## src/rtl/fifo_pkg.sv

```systemverilog
// Shared constants for the FIFO read-side helpers: read-latency modes and
// the depth of the output skid buffer.
package fifo_pkg;

  localparam bit FIFO_FWFT = 1'b1;
  localparam bit FIFO_REG  = 1'b0;

  localparam int SKID_DEPTH = 2;
  localparam int SKID_CNT_W = $clog2(SKID_DEPTH + 1);

  typedef logic [SKID_CNT_W-1:0] skid_cnt_t;

endpackage

```

## src/rtl/stream_skid_buf.sv

```systemverilog
// Two-entry ordered buffer with 1-bit head/tail pointers and an occupancy
// count; push and pop in the same cycle keep occupancy and order intact.
module stream_skid_buf
  import fifo_pkg::*;
#(
  parameter int width = 16
) (
  input  logic             clk,
  input  logic             rst,
  input  logic             push_i,
  input  logic [width-1:0] din_i,
  input  logic             pop_i,
  output logic [width-1:0] dout_o,
  output logic             full_o,
  output logic             empty_o,
  output skid_cnt_t        count_o
);

  logic [width-1:0] mem_q [SKID_DEPTH];
  logic             wr_q, wr_d;
  logic             rd_q, rd_d;
  skid_cnt_t        cnt_q, cnt_d;
  logic             do_push, do_pop;

  assign empty_o = (cnt_q == '0);
  assign full_o  = (cnt_q == skid_cnt_t'(SKID_DEPTH));
  assign count_o = cnt_q;
  assign dout_o  = mem_q[rd_q];

  // A push into a full buffer is only legal when the head leaves in the same cycle.
  assign do_pop  = pop_i & ~empty_o;
  assign do_push = push_i & (~full_o | do_pop);

  always_comb begin
    wr_d  = wr_q;
    rd_d  = rd_q;
    cnt_d = cnt_q;
    if (do_push) wr_d = ~wr_q;
    if (do_pop)  rd_d = ~rd_q;
    case ({do_push, do_pop})
      2'b10:   cnt_d = cnt_q + skid_cnt_t'(1);
      2'b01:   cnt_d = cnt_q - skid_cnt_t'(1);
      default: cnt_d = cnt_q;
    endcase
  end

  always_ff @(posedge clk) begin
    if (rst) begin
      wr_q     <= 1'b0;
      rd_q     <= 1'b0;
      cnt_q    <= '0;
      mem_q[0] <= '0;
      mem_q[1] <= '0;
    end else begin
      wr_q  <= wr_d;
      rd_q  <= rd_d;
      cnt_q <= cnt_d;
      if (do_push) mem_q[wr_q] <= din_i;
    end
  end

endmodule

```

## src/rtl/fifo_stream_reader.sv

```systemverilog
// Drains a FIFO into a valid/ready stream, hiding whether the FIFO is
// first-word-fall-through or has a registered read port.
module fifo_stream_reader
  import fifo_pkg::*;
#(
  parameter bit fwft_enable = FIFO_FWFT,
  parameter int width       = 16,
  parameter int cnt_width   = 16
) (
  input  logic                 clk,
  input  logic                 rst,
  input  logic                 en,
  input  logic                 fifo_empty,
  input  logic [width-1:0]     fifo_data,
  output logic                 fifo_re,
  output logic                 m_valid,
  input  logic                 m_ready,
  output logic [width-1:0]     m_data,
  output logic [cnt_width-1:0] xfer_count,
  output logic                 busy
);

  logic                 inflight_q, inflight_d;
  logic [cnt_width-1:0] xfer_q, xfer_d;
  logic                 pop, push;
  logic                 skid_full, skid_empty;
  skid_cnt_t            occ;
  logic [2:0]           committed;

  assign pop = m_valid & m_ready;

  // Credit: words held plus words on their way must fit after this cycle's pop.
  assign committed = 3'({1'b0, occ}) + 3'({2'b0, inflight_q});
  assign fifo_re   = en & ~fifo_empty & ~rst & (committed < (3'd2 + 3'({2'b0, pop})));

  // A registered-read FIFO shows the word one cycle after re, so it is tracked as in flight.
  always_comb begin
    inflight_d = fwft_enable ? 1'b0 : fifo_re;
    push       = fwft_enable ? fifo_re : inflight_q;
    xfer_d     = pop ? xfer_q + cnt_width'(1) : xfer_q;
  end

  always_ff @(posedge clk) begin
    if (rst) begin
      inflight_q <= 1'b0;
      xfer_q     <= '0;
    end else begin
      inflight_q <= inflight_d;
      xfer_q     <= xfer_d;
      assert (!(push && skid_full && !pop));
    end
  end

  stream_skid_buf #(.width(width)) u_skid (
    .clk    (clk),
    .rst    (rst),
    .push_i (push),
    .din_i  (fifo_data),
    .pop_i  (pop),
    .dout_o (m_data),
    .full_o (skid_full),
    .empty_o(skid_empty),
    .count_o(occ)
  );

  assign m_valid    = ~skid_empty;
  assign busy       = ~skid_empty | inflight_q;
  assign xfer_count = xfer_q;

endmodule

```

## config.mk

```make
export PLATFORM = sky130hd
export DESIGN_NAME = fifo_stream_reader
export DESIGN_NICKNAME = d
export VERILOG_FILES = /design/src/rtl/fifo_pkg.sv /design/src/rtl/stream_skid_buf.sv /design/src/rtl/fifo_stream_reader.sv
export SDC_FILE = /design/constraint.sdc
export NUM_CORES = 1
export LEC_CHECK = 0
export CAP_MARGIN = 10
export CORE_MARGIN = 4
export CORE_UTILIZATION = 40
export CTS_BUF_LIST = sky130_fd_sc_hd__clkbuf_8
export DETAILED_ROUTE_END_ITERATION = 16
export GPL_TIMING_DRIVEN = 1
export PLACE_DENSITY_LB_ADDON = 0.15
export SYNTH_ARGS = -nofsm -noshare
export SYNTH_HDL_FRONTEND = slang
export SYNTH_SLANG_ARGS = --single-unit
```

## constraint.sdc

```tcl
create_clock -name clk -period 2.4 [get_ports clk]
set_clock_uncertainty 0.2 [all_clocks]
set_input_delay 0.6 -clock clk [delete_from_list [all_inputs] [get_ports clk]]
set_output_delay 0.6 -clock clk [all_outputs]
set_load 0.01 [all_outputs]
```

==> results <==
- The run finished with clean final reports.
- The post-route setup TNS is 0 ns.
- The average instance in the mapped netlist occupies 12.1 um^2.
- The first TritonRoute pass finished after 4 iterations.
- The routed wirelength normalized by instance count is 14.2 um.
- The layout filler cell count is 520.
- Of the available clock period, the critical path in the final layout requires 0.971.
- Across the VDD grid, the largest voltage drop is 0.000257 V.
- In this run the vertical extent of the chip is 85.1 um.
- The critical path starts at fifo_empty.
- The count of buffers added on input and output ports is 55.
- After detailed placement, the design holds a cell count of 331.
- The net count after synthesis is 219.
- The full die area is 7230 um^2.
- The tree is rooted in a sky130_fd_sc_hd__clkbuf_8.
- Setup violations remaining at the end of the flow were counted as 0.
- The placer congestion estimate is 0.736.
- The number of buffers added by the clock tree synthesis step is 5.
- The startpoint of the worst hold path is u_skid.rd_q$_SDFFE_PP0P_.
- During I/O placement, the number of pins put on the boundary was 56.
- The worst setup path is captured at an output pin.
- The count of state elements after synthesis is 53.
- Static timing analysis puts the maximum clock frequency at 429 MHz.
- The total inserted antenna cells is 0.
- The worst-skew pair later-pin latency is 0.30 ns.
- The area growth from synthesis to layout is 36.4%.
- Once detail routing completed, the nets flagged for antenna violations numbered 0.
- The tightest hold margin is 0.309 ns.
- After clock tree synthesis, the clock-pin slew on the worst setup and hold paths is 0.09 ns.
- The share of the Yosys chip area taken by registers is 0.582.
- In the post-synthesis netlist, the biggest area contributors are sky130_fd_sc_hd__edfxtp_1 40%, sky130_fd_sc_hd__dfxtp_1 18%, sky130_fd_sc_hd__mux2_2 7.6%.
- For this run, the share of the core covered by cells in the final layout is 0.574.
- The worst register-to-register path begins at u_skid.count_o[0]$_SDFFE_PP0P_.
- The transition at the pin with the smallest max-transition slack is 0.321 ns.
- The total wire length is 4790 um.
- The final number of hold-violating endpoints came to 0.
- The total power is 0.00176 W.
- Headroom to the max-slew limit came out at 0.784.
- The Yosys step of the flow raised 0 warnings.
- The die is 85.1 um wide.
- The remaining design rule violation count is 0.
- The data required time at the worst endpoint is 1.60 ns.
- The initial core utilization is 0.421.
- After synthesis, the share of flip-flops with an asynchronous set or reset is 0.
- The initial antenna violation count is 0.
- Of the post-synthesis cell area, the dominant cell type holds 0.405.
- Counting along the longest clock path gives a buffer depth of 2.
- The floorplan has 27 rows.
- The dominant synthesized flop cell is sky130_fd_sc_hd__edfxtp_1.
- Setup repair after global routing left no endpoint under its margin.
- The number of pins with negative max-slew slack in the final report is 0.
- The first global-routing pass estimated 8150 um of wire.
- The mapped cell area is 2370 um^2.
- The vias per cell is 4.91.
- Yosys mapped the design onto 39 distinct sky130hd cell types.
- The shortest period the worst path allows is 2.33 ns.
- For this block, the initial DRC count from the detailed router was 96.
- The setup path with the least slack is of type primary input to output pin.
- For this design, the CTS-stage hold fixing added 0 buffers.
- The number of nets in the finished design is 288.
- The slowest cell on the critical path is sky130_fd_sc_hd__clkdlybuf4s50_1.
- On the worst path, the slowest cell contributes a delay of 0.44 ns.
- TritonCTS built the clock tree.
- The kind of launch point of the worst setup path is a primary input.
- The critical path goes through clkdlybuf4s50_1 > a2111oi_4 > buf_2.
- Leaving out filler cells and counting taps, the final layout contains 338.
- Across the run, the number of max-cap violations was 0.
- In the global route stage, overall resource usage came out at 0.142.
- The data arrival time of the worst path is 1.53 ns.
- The power density over the cells is 545 nW/um^2.
- The total grt overflow is 0.
- The analysis attributes to cell leakage a power of 1.33 nW.
- The leading area contributor after synthesis is sky130_fd_sc_hd__edfxtp_1.
- The highest fanout seen on the critical path is 2.
- After legalization and detailed placement, the total HPWL measured 3380 um.
- The TritonCTS sink count is 53.
- The core box area is 5640 um^2.
- Across all layers, the routed design uses 1658 vias.
- Entering global routing, the biggest net connects 25 pins.
- The tightest min-delay check is of the register to register type.
- The cell count after synthesis is 197.
- The number of synthesized flops with an enable pin is 32.
- The via count of the first global-routing pass came to 1692.
- The depth of the CTS H-tree is 2.
- In the final layout, the share of cells above drive strength 1 is 0.188.
synthesized netlist by cell type, types with 2 or more instances:
cell type,number
sky130_fd_sc_hd__nor2_1,18
sky130_fd_sc_hd__or2_4,2
sky130_fd_sc_hd__nand2_1,8
sky130_fd_sc_hd__nand4_1,2
sky130_fd_sc_hd__o21ai_0,2
sky130_fd_sc_hd__inv_1,3
sky130_fd_sc_hd__dfxtp_1,21
sky130_fd_sc_hd__clkbuf_1,6
sky130_fd_sc_hd__buf_2,2
sky130_fd_sc_hd__nand3_1,4
sky130_fd_sc_hd__buf_4,2
sky130_fd_sc_hd__a21oi_1,5
sky130_fd_sc_hd__nor4_1,3
sky130_fd_sc_hd__or4_1,2
sky130_fd_sc_hd__xnor2_1,7
sky130_fd_sc_hd__and2_1,16
sky130_fd_sc_hd__mux2_2,16
sky130_fd_sc_hd__nor3_1,5
sky130_fd_sc_hd__edfxtp_1,32
sky130_fd_sc_hd__xor2_1,6
sky130_fd_sc_hd__and3_1,16
sky130_fd_sc_hd__o31ai_1,2
what timing repair did:
action / 4_1_cts / 5_1_grt
pin swaps: 1 / 1
setup endpoints to repair: 35 / 19
gates resized for setup: 23 / 4
setup buffers: 0 / 0
endpoints found under the hold margin: 0 / 0
cells in the final DEF, fill, tap and decap left out, types with 6 or more instances in the layout:
cell and n:
sky130_fd_sc_hd__nor2_1 18, sky130_fd_sc_hd__and2_1 16, sky130_fd_sc_hd__dfxtp_1 20, sky130_fd_sc_hd__dlygate4sd2_1 17, sky130_fd_sc_hd__edfxtp_1 32, sky130_fd_sc_hd__and3_1 16, sky130_fd_sc_hd__mux2_2 16, sky130_fd_sc_hd__xnor2_1 7
sky130_fd_sc_hd__buf_4 13, sky130_fd_sc_hd__nand2_1 8, sky130_fd_sc_hd__xor2_1 6, sky130_fd_sc_hd__clkdlybuf4s50_1 34
worst paths after layout:
check,to,slack (ns),cells past startpoint
setup / recovery,fifo_re,0.07,3
hold / removal,register,0.31,2
setup reg to reg,u_skid.mem_q[0][3]$_SDFFCE_PN0P_,0.41,6
hold reg to reg,register,0.31,2
state kept, by name, indices dropped and copies added (netlist names), named ones only:
register and flops:
u_skid.count_o 2, u_skid.mem_q 32, u_skid.rd_q 1, u_skid.wr_q 1
xfer_count 16
critical path: cells and delay by family:
| family | cells | cell delay, ns |
|---|---|---|
| buffers and inverters | 2 | 0.63 |
| AO/OA/AOI/OAI | 1 | 0.30 |
power by group:
group	total [W]	internal, W	leakage [nW]	switching (W)
sequential	0.00100	0.000993	0.504	0.00000816
combinational	0.000182	0.000101	0.772	0.0000805
clock	0.000581	0.000303	0.0540	0.000278
total	0.00176	0.00140	1.33	0.000366
cells by family after synthesis:
| kind of cell | Yosys count | share of synthesized area |
|---|---|---|
| AOI/OAI and AO/OA | 15 | 0.0569 |
| xor gates and xnor gates | 13 | 0.0479 |
| adders and majority gates | 1 | 0.00527 |
| buffers and inverters | 13 | 0.0248 |
| DFF | 53 | 0.582 |
| muxes | 17 | 0.0801 |
| and+or+nand+nor | 85 | 0.203 |
metrics by stage:
step | area, um^2 | setup WS (ns)
floorplan | 2370 | 0.121
global placement | 3150 | -0.538
detailed placement | 3150 | -0.549
CTS | 3230 | -0.0357
global route | 3240 | 0.0362
finish | 3240 | 0.0705
area by class of cell:
type,instances,area [um^2],share of cell area
repair buffers,72,709,0.219
inverters,3,11.3,0.00348
flip-flops and latches,53,1390,0.428
clock buffers,5,68.8,0.0212
multi-input cells,131,940,0.290
clock inverters,2,35.0,0.0108
well taps,72,90.1,0.0278
metal layers:
| layer | global-route usage | routed length (um) | vias to the layer above |
|---|---|---|---|
| met5 | 0 | 0 | - |
| met2 | 0.251 | 2380 | 36 |
| met4 | 0.0345 | 42 | 0 |
| met1 | 0.164 | 2090 | 779 |
| met3 | 0.0495 | 273 | 5 |
| li1 | - | - | 838 |
Note: power is estimated with default switching activity, not from simulation.
